File: config.mk
export PLATFORM = sky130hd
export DESIGN_NAME = pkt_rx_ctrl
export DESIGN_NICKNAME = d
export VERILOG_FILES = /design/src/rtl/pkt_rx_ctrl.sv
export SDC_FILE = /design/constraint.sdc
export NUM_CORES = 1
export LEC_CHECK = 0
export BUFFER_PORTS_ARGS = -buffer_cell sky130_fd_sc_hd__buf_2
export CAP_MARGIN = 30
export CORE_UTILIZATION = 40
export CTS_CLUSTER_SIZE = 40
export DETAILED_ROUTE_END_ITERATION = 16
export PLACE_DENSITY = 0.71
export SLEW_MARGIN = 30
export SYNTH_ARGS = -nofsm -noshare
export SYNTH_HDL_FRONTEND = slang
export SYNTH_SLANG_ARGS = --single-unit
File: constraint.sdc
create_clock -name clk_156m25 -period 8 [get_ports clk_156m25]
set_clock_uncertainty 0.1 [all_clocks]
set_input_delay 1.6 -clock clk_156m25 [delete_from_list [all_inputs] [get_ports clk_156m25]]
set_output_delay 1.6 -clock clk_156m25 [all_outputs]
set_load 0.01 [all_outputs]
File: src/rtl/pkt_rx_ctrl.sv
// Receive-side read controller: paces MAC frame reads, buffers the one-cycle read latency in a
// skid FIFO, presents frames on a valid/ready stream and keeps packet/byte/error statistics.
module pkt_rx_ctrl #(
  parameter int unsigned SKID_DEPTH = 4
) (
  input  logic        clk_156m25,
  input  logic        reset_156m25_n,
  input  logic        cfg_enable,
  input  logic        pkt_rx_avail,
  output logic        pkt_rx_ren,
  input  logic        pkt_rx_val,
  input  logic [63:0] pkt_rx_data,
  input  logic        pkt_rx_sop,
  input  logic        pkt_rx_eop,
  input  logic [2:0]  pkt_rx_mod,
  input  logic        pkt_rx_err,
  output logic        out_valid,
  input  logic        out_ready,
  output logic [63:0] out_data,
  output logic        out_sop,
  output logic        out_eop,
  output logic [2:0]  out_mod,
  output logic        out_err,
  output logic [31:0] rx_pkt_cnt,
  output logic [31:0] rx_byte_cnt,
  output logic [15:0] rx_err_cnt,
  output logic        proto_err
);

  localparam int unsigned PtrW = (SKID_DEPTH > 1) ? $clog2(SKID_DEPTH) : 1;
  localparam int unsigned CntW = PtrW + 1;
  localparam logic [CntW-1:0] DepthCnt = CntW'(SKID_DEPTH);

  typedef enum logic [0:0] {StIdle, StRead} state_e;

  state_e            state_q;
  logic              ren_q;
  logic              in_frame_q;
  logic              proto_err_q;
  logic [PtrW-1:0]   wr_ptr_q, rd_ptr_q;
  logic [CntW-1:0]   count_q;
  logic [31:0]       pkt_cnt_q, byte_cnt_q;
  logic [15:0]       err_cnt_q;
  logic [63:0]       data_mem [SKID_DEPTH];
  logic [5:0]        ctl_mem  [SKID_DEPTH];  // {sop, eop, mod[2:0], err}

  logic              eop_in, viol, err_in, push, pop, fifo_empty, fifo_full;
  logic [CntW:0]     occupancy;
  logic [5:0]        head_ctl;
  logic [3:0]        byte_inc;

  always_comb begin
    eop_in     = pkt_rx_val && pkt_rx_eop;
    // Words in the FIFO plus the one read still in flight must fit.
    occupancy  = {1'b0, count_q} + {{CntW{1'b0}}, ren_q};
    pkt_rx_ren = reset_156m25_n && (state_q == StRead) && (occupancy < {1'b0, DepthCnt}) &&
                 !eop_in;

    fifo_empty = (count_q == '0);
    fifo_full  = (count_q == DepthCnt);
    out_valid  = reset_156m25_n && !fifo_empty;
    pop        = out_valid && out_ready;
    push       = pkt_rx_val && (!fifo_full || pop);

    viol   = pkt_rx_val && (!ren_q || (in_frame_q ? pkt_rx_sop : !pkt_rx_sop));
    err_in = (pkt_rx_err && pkt_rx_eop) || viol;

    head_ctl = ctl_mem[rd_ptr_q];
    out_data = out_valid ? data_mem[rd_ptr_q] : 64'd0;
    out_sop  = out_valid && head_ctl[5];
    out_eop  = out_valid && head_ctl[4];
    out_mod  = out_valid ? head_ctl[3:1] : 3'd0;
    out_err  = out_valid && head_ctl[0];

    byte_inc = (!out_eop || (out_mod == 3'd0)) ? 4'd8 : {1'b0, out_mod};
  end

  always_ff @(posedge clk_156m25) begin
    if (push) begin
      data_mem[wr_ptr_q] <= pkt_rx_data;
      ctl_mem[wr_ptr_q]  <= {pkt_rx_sop, pkt_rx_eop, pkt_rx_mod, err_in};
    end
  end

  always_ff @(posedge clk_156m25) begin
    if (!reset_156m25_n) begin
      state_q     <= StIdle;
      ren_q       <= 1'b0;
      in_frame_q  <= 1'b0;
      proto_err_q <= 1'b0;
      wr_ptr_q    <= '0;
      rd_ptr_q    <= '0;
      count_q     <= '0;
      pkt_cnt_q   <= '0;
      byte_cnt_q  <= '0;
      err_cnt_q   <= '0;
    end else begin
      unique case (state_q)
        StIdle: if (cfg_enable && pkt_rx_avail) state_q <= StRead;
        StRead: if (eop_in) state_q <= StIdle;
        default: state_q <= StIdle;
      endcase

      ren_q       <= pkt_rx_ren;
      proto_err_q <= viol;
      if (pkt_rx_val) in_frame_q <= !pkt_rx_eop;

      if (push) wr_ptr_q <= wr_ptr_q + PtrW'(1);
      if (pop)  rd_ptr_q <= rd_ptr_q + PtrW'(1);
      unique case ({push, pop})
        2'b10:   count_q <= count_q + CntW'(1);
        2'b01:   count_q <= count_q - CntW'(1);
        default: count_q <= count_q;
      endcase

      if (pop) begin
        byte_cnt_q <= byte_cnt_q + {28'd0, byte_inc};
        if (out_eop) begin
          pkt_cnt_q <= pkt_cnt_q + 32'd1;
          if (out_err && (err_cnt_q != 16'hFFFF)) err_cnt_q <= err_cnt_q + 16'd1;
        end
      end
    end
  end

  assign rx_pkt_cnt  = pkt_cnt_q;
  assign rx_byte_cnt = byte_cnt_q;
  assign rx_err_cnt  = err_cnt_q;
  assign proto_err   = proto_err_q;

endmodule

# --- Yosys cells after proc, flatten, opt, wreduce, memory -nomap -nowiden ---
# Memory sizes are Yosys's and may differ from the RTL's. A register that Yosys moved wholly into a read port is not among the register bits.
# Cells that the tools add are included.
classes:
  reduce_logical: 30
  eq_ne: 4
  bitwise_logic: 1
  add_sub_neg: 8
  n_lt_le_gt_ge: 1
  n_mux: 14
op_table:
  columns: ["cell", "n"]
  rows:
  - ["two-way mux 64 bit", 1]
  - ["adder 32 x 1 -> 32 bit, second input constant", 1]
  - ["adder 32 x 4 -> 32 bit", 1]
  - ["adder 16 x 1 -> 16 bit, second input constant", 1]
  - ["!= test 16 bit, second input constant", 1]
  - ["logical AND 1 bit", 14]
  - ["two-way mux 2 bit", 4]
  - ["logical NOT 1 bit", 7]
  - ["logical NOT 3 bit", 2]
  - ["one-hot mux 3 bit (2 select lines)", 1]
  - ["two-way mux 1 bit", 5]
  - ["adder 2 x 1 -> 2 bit, second input constant", 2]
  - ["adder 3 x 1 -> 4 bit", 1]
  - ["logical OR 1 bit", 4]
  - ["< comparator 4 x 3 -> 1 bit, second input constant", 1]
  - ["two-way mux 4 bit", 1]
  - ["adder 3 x 1 -> 3 bit, second input constant", 1]
  - ["== test 3 bit, second input constant", 1]
  - ["two-way mux 3 bit", 1]
  - ["AND reduction 3 bit", 1]
  - ["subtractor 3 x 1 -> 3 bit, second input constant", 1]
  - ["== test 2 x 1 -> 1 bit, second input constant", 1]
  - ["== test 2 bit, second input constant", 1]
  - ["one-hot mux 1 bit (2 select lines)", 1]
  - ["other kinds (3)", 3]
totals:
  regBits: 91
  mem_count: 2
  in_bits: 76
  mem_bits_rw: 280
mem_list:
  columns: ["memory", "depth", "word_bits", "read_ports", "rd_ports_with_merged_regs", "write_ports", "line", "text"]
  rows:
  - ["data_mem", 4, 64, 1, 1, 1, "44", "logic [63:0] data_mem [SKID_DEPTH];"]
  - ["ctl_mem", 4, 6, 1, 1, 1, "45", "logic [5:0] ctl_mem [SKID_DEPTH];"]

# --- Depth between registers and ports, before layout ---
# Gate-level depths: netlist of run 1.
logic_depth:
  ltp_word: 8
  depth_mapped: 16
  mapped_depth_nobuf: 12

# --- Least setup slack after synthesis of run 1 ---
# Ideal clock, no wire load.
synth_timing:
  path_kind: "in2reg"
  startpoint: "input reset_156m25_n"
  endpoint: "memory ctl_mem[0][0] (enable)"
  n_path_buf: 0
  t_arrival_ns: 3.961
  setup_slack_ns: 3.504
  cell_stages: 3
  required_ns: 7.464
  path_cell_list: "o311ai_4 -> a41oi_1 -> and2_1"
synth_between:
  elab_chain_cells: 6
synth_lines:
  columns: ["item", "line", "text"]
  rows:
  - ["start: declaration", "7", "input logic reset_156m25_n,"]
  - ["logical AND 1 bit", "61", "out_valid = reset_156m25_n && !fifo_empty;"]
  - ["logical AND 1 bit", "62", "pop = out_valid && out_ready;"]
  - ["logical OR 1 bit", "63", "push = pkt_rx_val && (!fifo_full || pop);"]
  - ["logical AND 1 bit", "63", null]
  - ["two-way mux 1 bit", "79", "if (push) begin"]
  - ["two-way mux 1 bit (not written as such)", "81", "ctl_mem[wr_ptr_q] <= {pkt_rx_sop, pkt_rx_eop, pkt_rx_mod, err_in};"]
  - ["end: declaration", "45", null]
# Every way passes these cells.

==> run_results.csv, run 1 <==
group,metric,value,unit
yosys,yosys_warnings,0,
detailed_routing,drtIter0Drc,535,
layout,final_util,0.488,
yosys,netlist.area_leader.share,0.556,
setup_path,end_kind,"output pin",
die,ios,229,
die,die_y,197,µm
job,max-cap-violations,0,
layout,layout-drive-gt1-share,0.304,
timing,worst_pin_slew,0.839,ns
placement,numPortBuffers,228,
yosys,synth_common_cells,"edfxtp_1, dfxtp_1, and3_1",
setup_path,criticalPathCategory,"reg2out",
timing,slew_viol_final,0,
die,start_util,0.409,
grt,overflow,0,
setup_path,path_max_fanout,39,
layout,area_growth,19.2,%
timing,rsz0062_at_grt,"no",
yosys,async_reset_ff_frac,0,
cts,cts.clk_slew.worst_paths,0.06,ns
grt,grt_max_degree,62,
power_and_ir_drop,peakVddDrop,208,µV
timing,period_share,0.608,
grt,grt_pass1_vias,9344,
layout,final_cells,1753,
setup_path,cpPeakStageDelay,0.88,ns
yosys,ys_seq_area_frac,0.679,
cts,hold_buffers,0,
yosys,synth_cell_types,53,
die,die-area,0.0386,mm²
cts,cts_buffers,40,
detailed_routing,dr.pass1.iters,5,
placement,place.gp.congestion,0.783,
cts,cts_buffer_depth,3,
yosys,syn_area,0.0151,mm²
detailed_routing,vias,9268,
die,coreArea,0.0370,mm²
setup_path,r2r_end,"rx_byte_cnt[31]$_SDFFE_PN0P_",
cts,cts_setup_buffers,0,
worst_hold_path,holdPathStages,2,
timing,setup_viol,0,
setup_path,reg2reg_slack,3.44,ns
cts,clkSinkCount,373,
setup_path,r2r_cells,8,
setup_path,crit_required,6.30,ns
yosys,synth.most_common_cell,"edfxtp_1",
timing,finalSetupTns,0,ns
yosys,synthCells,995,
cts,cts_tree,"built",
timing,fin_crit,4.86,ns
timing,hold_violations,0,
power_and_ir_drop,p_leak,6.60,nW
timing,slew_headroom,0.437,
yosys,synth_edf_count,280,
setup_path,cp_cell_sequence,"buf_4, mux4_2, and3_1, buf_2",
setup_path,start_kind,"flip-flop",
setup_path,slowest_stage,"dfxtp_4",
placement,place_inst,1680,
detailed_routing,drc_errors,0,
layout,nets,1306,
worst_hold_path,holdCritPathClass,"reg2reg",
yosys,synth.ff_latch_count,373,
yosys,synthesis.nets,1083,
yosys,synthTopCellsByArea,"edfxtp_1, dfxtp_1, mux4_2",
grt,antenna_found_initial,3,
worst_hold_path,hold_start,"rx_byte_cnt[2]$_SDFFE_PN0P_",
detailed_routing,routedWlPerCell,18.9,µm
grt,grt_use_total,0.175,
yosys,yosysTopAreaCell,"edfxtp_1",
grt,grt_pass1_wl,52100,µm
worst_hold_path,whs_endpoint,"rx_byte_cnt[2]$_SDFFE_PN0P_",
detailed_routing,antenna_left,0,
die,chipWidth,197,µm
cts,clockRootBuffer,"clkbuf_16",
timing,fmax,0.206,GHz
detailed_routing,routed_wirelength,33200,µm
placement,dp_hpwl,21100,µm
die,rows,70,
status,status,"complete, no violations",
power_and_ir_drop,p_per_area,250,mW/mm²
cts,cts_resized,0,
cts,htreeDepth,2,
yosys,ys.flop_type,"edfxtp_1",
cts,clock_latency,0.55,ns
yosys,postSynthAreaPerCell,15.2,µm²
setup_path,arrival,3.16,ns
detailed_routing,route.detailed.vias_per_inst,5.29,
[through the flow]
step	hold WS (ns)	power [mW]	area [µm²]	worst slack [ns]
floorplan	0.347	2.58	15100	3.50
global placement	0.356	2.77	16800	3.30
detailed placement	0.374	2.78	16800	3.21
CTS	0.382	4.57	18000	2.95
global route	0.399	4.68	18000	2.87
finish	0.383	4.51	18000	3.14
[critical path, delay by kind of cell (launching register included)]
kind	cells	cell delay (ns)
and+or+nand+nor	1	0.22
DFF	1	0.88
buffers and inverters	2	0.78
muxes	1	0.68
[cell usage in the layout, fill, tap and decap left out, types with 3 or more instances in the layout]
master,synthesis,final
edfxtp_1,280,280
buf_2,9,227
dfxtp_1,93,91
and3_1,76,76
mux4_2,69,69
nor2_1,60,60
nand2_1,44,44
clkbuf_16,0,40
a21oi_1,33,33
nand3_1,28,28
xnor2_1,28,28
xor2_1,18,18
o21ai_0,18,18
inv_1,18,17
nand4_1,17,17
or3_1,18,17
or4_1,14,14
nor3_1,14,14
o31ai_1,13,13
and4_1,13,13
nor4_1,11,11
ha_1,10,10
buf_4,0,10
mux2i_1,9,9
clkinv_1,0,7
clkbuf_8,0,6
clkbuf_1,39,6
o211ai_1,5,5
and2_1,9,5
clkinv_2,0,5
and2_4,0,4
a21o_1,3,3
o2111ai_1,3,3
nand3b_1,3,3
[cell families (layout without fill, tap and decap cells)]
group	after synthesis	after routing	synth area share
AOI/OAI and AO/OA	88	88	0.0373
xor gates and xnor gates	46	46	0.0266
adders and majority gates	12	12	0.0109
buffers and inverters	75	327	0.0193
DFF	373	373	0.679
muxes	79	79	0.109
other	0	2	0
and+or+nand+nor	322	322	0.118
[area by class of cell]
class                           count  area (µm²)
Tap cell                          504         631
Timing Repair Buffer              237        1210
Clock inverter                     18         151
Antenna cell                        2        5.00
Sequential cell                   373       10300
Fill cell                        3217       18900
Clock buffer                       53        1110
Inverter                           19        71.3
Multi-Input combinational cell    547        4580
[worst max path at each step]
stage,startpoint,end,slack (ns),cells after the start
final,flip-flop,out_mod[2],3.14,4
after global routing,flip-flop,out_mod[2],2.87,4
after CTS,flip-flop,out_mod[2],2.95,4
after detailed placement,reset_156m25_n,rx_byte_cnt[26]$_SDFFE_PN0P_,3.21,12
after global placement,flip-flop,rx_byte_cnt[23]$_SDFFE_PN0P_,3.30,8
after floorplan,reset_156m25_n,ctl_mem[0][0]$_DFFE_PP_,3.50,3
[per-layer routing]
metal | GRT usage | up-vias | wire [µm]
met5 | 0 | - | 25
met4 | 0.0550 | 4 | 594
met3 | 0.0380 | 43 | 1960
met2 | 0.286 | 252 | 16000
met1 | 0.232 | 4649 | 14700
li1 | - | 4320 | -
[where the power goes]
group / switching (mW) / leakage [nW] / internal (mW)
Combinational: 0.290 / 2.65 / 0.203
Sequential: 0.0483 / 3.32 / 2.19
Clock: 0.740 / 0.627 / 1.04
[sequential cells by signal, indices dropped and copies added, names as in the netlist, named ones only]
register	count
rx_err_cnt	16
rx_pkt_cnt	32
ren_q	1
rd_ptr_q	2
rx_byte_cnt	32
count_q	3
ctl_mem	24
wr_ptr_q	2
state_q	1
data_mem	256
proto_err	1
in_frame_q	1
Power figures use the tool's default switching activity.
==> inputs of run 2 (changes only) <==
==> constraint.sdc (replaced) <==
create_clock -name clk_156m25 -period 4.65 [get_ports clk_156m25]
set_clock_uncertainty 0.1 [all_clocks]
set_input_delay 0.93 -clock clk_156m25 [delete_from_list [all_inputs] [get_ports clk_156m25]]
set_output_delay 0.93 -clock clk_156m25 [all_outputs]
set_load 0.01 [all_outputs]
==> run 2 against run 1 <==
Critical path depth is the same. Clock power grew 81%. Power grew 76%. Setup slack lost 2.3 ns. Sequential power grew 71%. Design area grew 1.1%. Clock-buffer cell count shrank 1. Global-route usage grew 0.24 points. Final cell count grew 0.74%. Sequential share of layout area shrank 0.61 points. Via count grew 1.3%. Highest routed layer unchanged.
==> run_results.csv, run 2 (synthesis results as in run 1) <==
group,metric,value,unit
die,ios,229,
detailed_routing,dr.pass1.iters,4,
setup_path,cpPeakStageDelay,0.65,ns
cts,hold_buffers,0,
grt,grt_pass1_vias,9518,
die,start_util,0.409,
setup_path,path_max_fanout,49,
power_and_ir_drop,p_per_area,436,mW/mm²
layout,n_fill_cell,3215,
cts,cts_tree,"built",
detailed_routing,routedWlPerCell,19.3,µm
grt,use_met2,0.290,
grt,grt_pass1_wl,52500,µm
cts,clockRootBuffer,"clkbuf_16",
job,max-cap-violations,0,
power_and_ir_drop,swShare,0.236,
layout,fin_area,0.0182,mm²
detailed_routing,drc_errors,0,
grt,met3_usage,0.0507,
power_and_ir_drop,pwr-share-seq,0.483,
placement,dp_hpwl,21200,µm
timing,period_share,0.829,
die,die_y,197,µm
power_and_ir_drop,combPwrFrac,0.112,
die,chipWidth,197,µm
setup_path,r2r_cells,10,
timing,slew_headroom,0.416,
layout,multi_input_area,0.00459,mm²
cts,cts_resized,0,
layout,final_common_cell,"edfxtp_1",
grt,grt_max_degree,71,
timing,hold_violations,0,
power_and_ir_drop,fin_total_pwr,7.94,mW
power_and_ir_drop,p_switching,1.87,mW
setup_path,slowest_stage,"dfxtp_4",
placement,numPortBuffers,228,
die,coreArea,0.0370,mm²
power_and_ir_drop,clkPwrFrac,0.405,
placement,place.gp.congestion,0.783,
cts,cts_setup_buffers,0,
power_and_ir_drop,p_leak,6.68,nW
placement,place_inst,1687,
die,rows,70,
placement,dpl_cell_area,0.0169,mm²
layout,seqCellArea,0.0103,mm²
grt,grtUsageMet1,0.225,
detailed_routing,route.detailed.vias_per_inst,5.32,
setup_path,cp_cell_sequence,"buf_6, mux4_2, and3_1, buf_2",
grt,antenna_found_initial,7,
layout,top_register,"data_mem",
setup_path,end_kind,"output pin",
cts,cts_buffers,41,
timing,worst_pin_slew,0.864,ns
timing,fmax,0.259,GHz
power_and_ir_drop,p_int,6.07,mW
die,die-area,0.0386,mm²
timing,slew_viol_final,0,
setup_path,criticalPathCategory,"reg2out",
worst_hold_path,holdPathStages,2,
cts,clock_latency,0.55,ns
power_and_ir_drop,peakVddDrop,345,µV
detailed_routing,drtIter0Drc,554,
worst_hold_path,holdCritPathClass,"reg2reg",
layout,largest_reg_flops,256,
setup_path,start_kind,"flip-flop",
cts,htreeDepth,2,
layout,layout-drive-gt1-share,0.308,
layout,nets,1314,
detailed_routing,vias,9393,
grt,grt_busiest_layer,"met2",
detailed_routing,routed_wirelength,34000,µm
grt,grt_use_total,0.177,
layout,area_growth,20.5,%
cts,clkSinkCount,373,
timing,finalSetupTns,0,ns
timing,setup_viol,0,
setup_path,crit_required,3.62,ns
layout,final_cells,1766,
placement,pre_cts_slack,0.951,ns
layout,mostFrequentLayoutCells,"edfxtp_1, buf_2, dfxtp_1, and3_1, mux4_2",
detailed_routing,antenna_left,0,
cts,cts.clk_slew.worst_paths,0.06,ns
grt,overflow,0,
status,status,"complete, no violations",
timing,fin_crit,3.86,ns
timing,worst_slack,0.794,ns
setup_path,arrival,2.83,ns
cts,cts_buffer_depth,3,
worst_hold_path,hold_start,"rx_byte_cnt[31]$_SDFFE_PN0P_",
timing,rsz0062_at_grt,"no",
## run 2: final cells by class
| class | instances | area share |
|---|---|---|
| sequential | 373 | 0.564 |
| tap | 504 | 0.0346 |
| timing repair buffer | 244 | 0.0723 |
| inverter | 19 | 0.00391 |
| clock buffer | 52 | 0.0596 |
| clock inverter | 23 | 0.0137 |
| multi-input combinational | 547 | 0.252 |
| antenna | 4 | 0.000549 |
## run 2: critical path: cells and delay by family (launching register included)
kind,cells,cell delay [ns]
buffers and inverters,2,0.78
DFF,1,0.65
muxes,1,0.62
and+or+nand+nor,1,0.21
## run 2: through the flow
| stage | utilization | hold WS [ns] |
|---|---|---|
| 2_1_floorplan | - | 0.347 |
| 3_3_place_gp | 0.457 | 0.356 |
| 3_5_place_dp | 0.457 | 0.376 |
| 4_1_cts | 0.493 | 0.385 |
| 5_1_grt | 0.493 | 0.402 |
| 6_report | 0.493 | 0.386 |
## run 2: routing by layer
metal  up-vias  routed length, µm
met5         -                 50
met4         8                803
met3        60               2440
met2       270              16500
met1      4696              14300
li1       4359                  -
## run 2: path summary, 6_finish.rpt
path / end / slack, ns
max: out_data[43] / 0.79
min: rx_byte_cnt[31]$_SDFFE_PN0P_ / 0.39
max reg2reg: rx_byte_cnt[26]$_SDFFE_PN0P_ / 0.99
min reg2reg: rx_byte_cnt[31]$_SDFFE_PN0P_ / 0.39
## run 2: power by group through the flow
| stage | sequential (mW) | combinational (mW) | clock (mW) |
|---|---|---|---|
| 6_report | 3.84 | 0.887 | 3.22 |
| 5_1_grt | 3.85 | 0.967 | 3.41 |
| 4_1_cts | 3.84 | 0.904 | 3.30 |
| 3_5_place_dp | 3.91 | 0.899 | 0 |
| 3_3_place_gp | 3.90 | 0.892 | 0 |
| 2_1_floorplan | 3.88 | 0.565 | 0 |
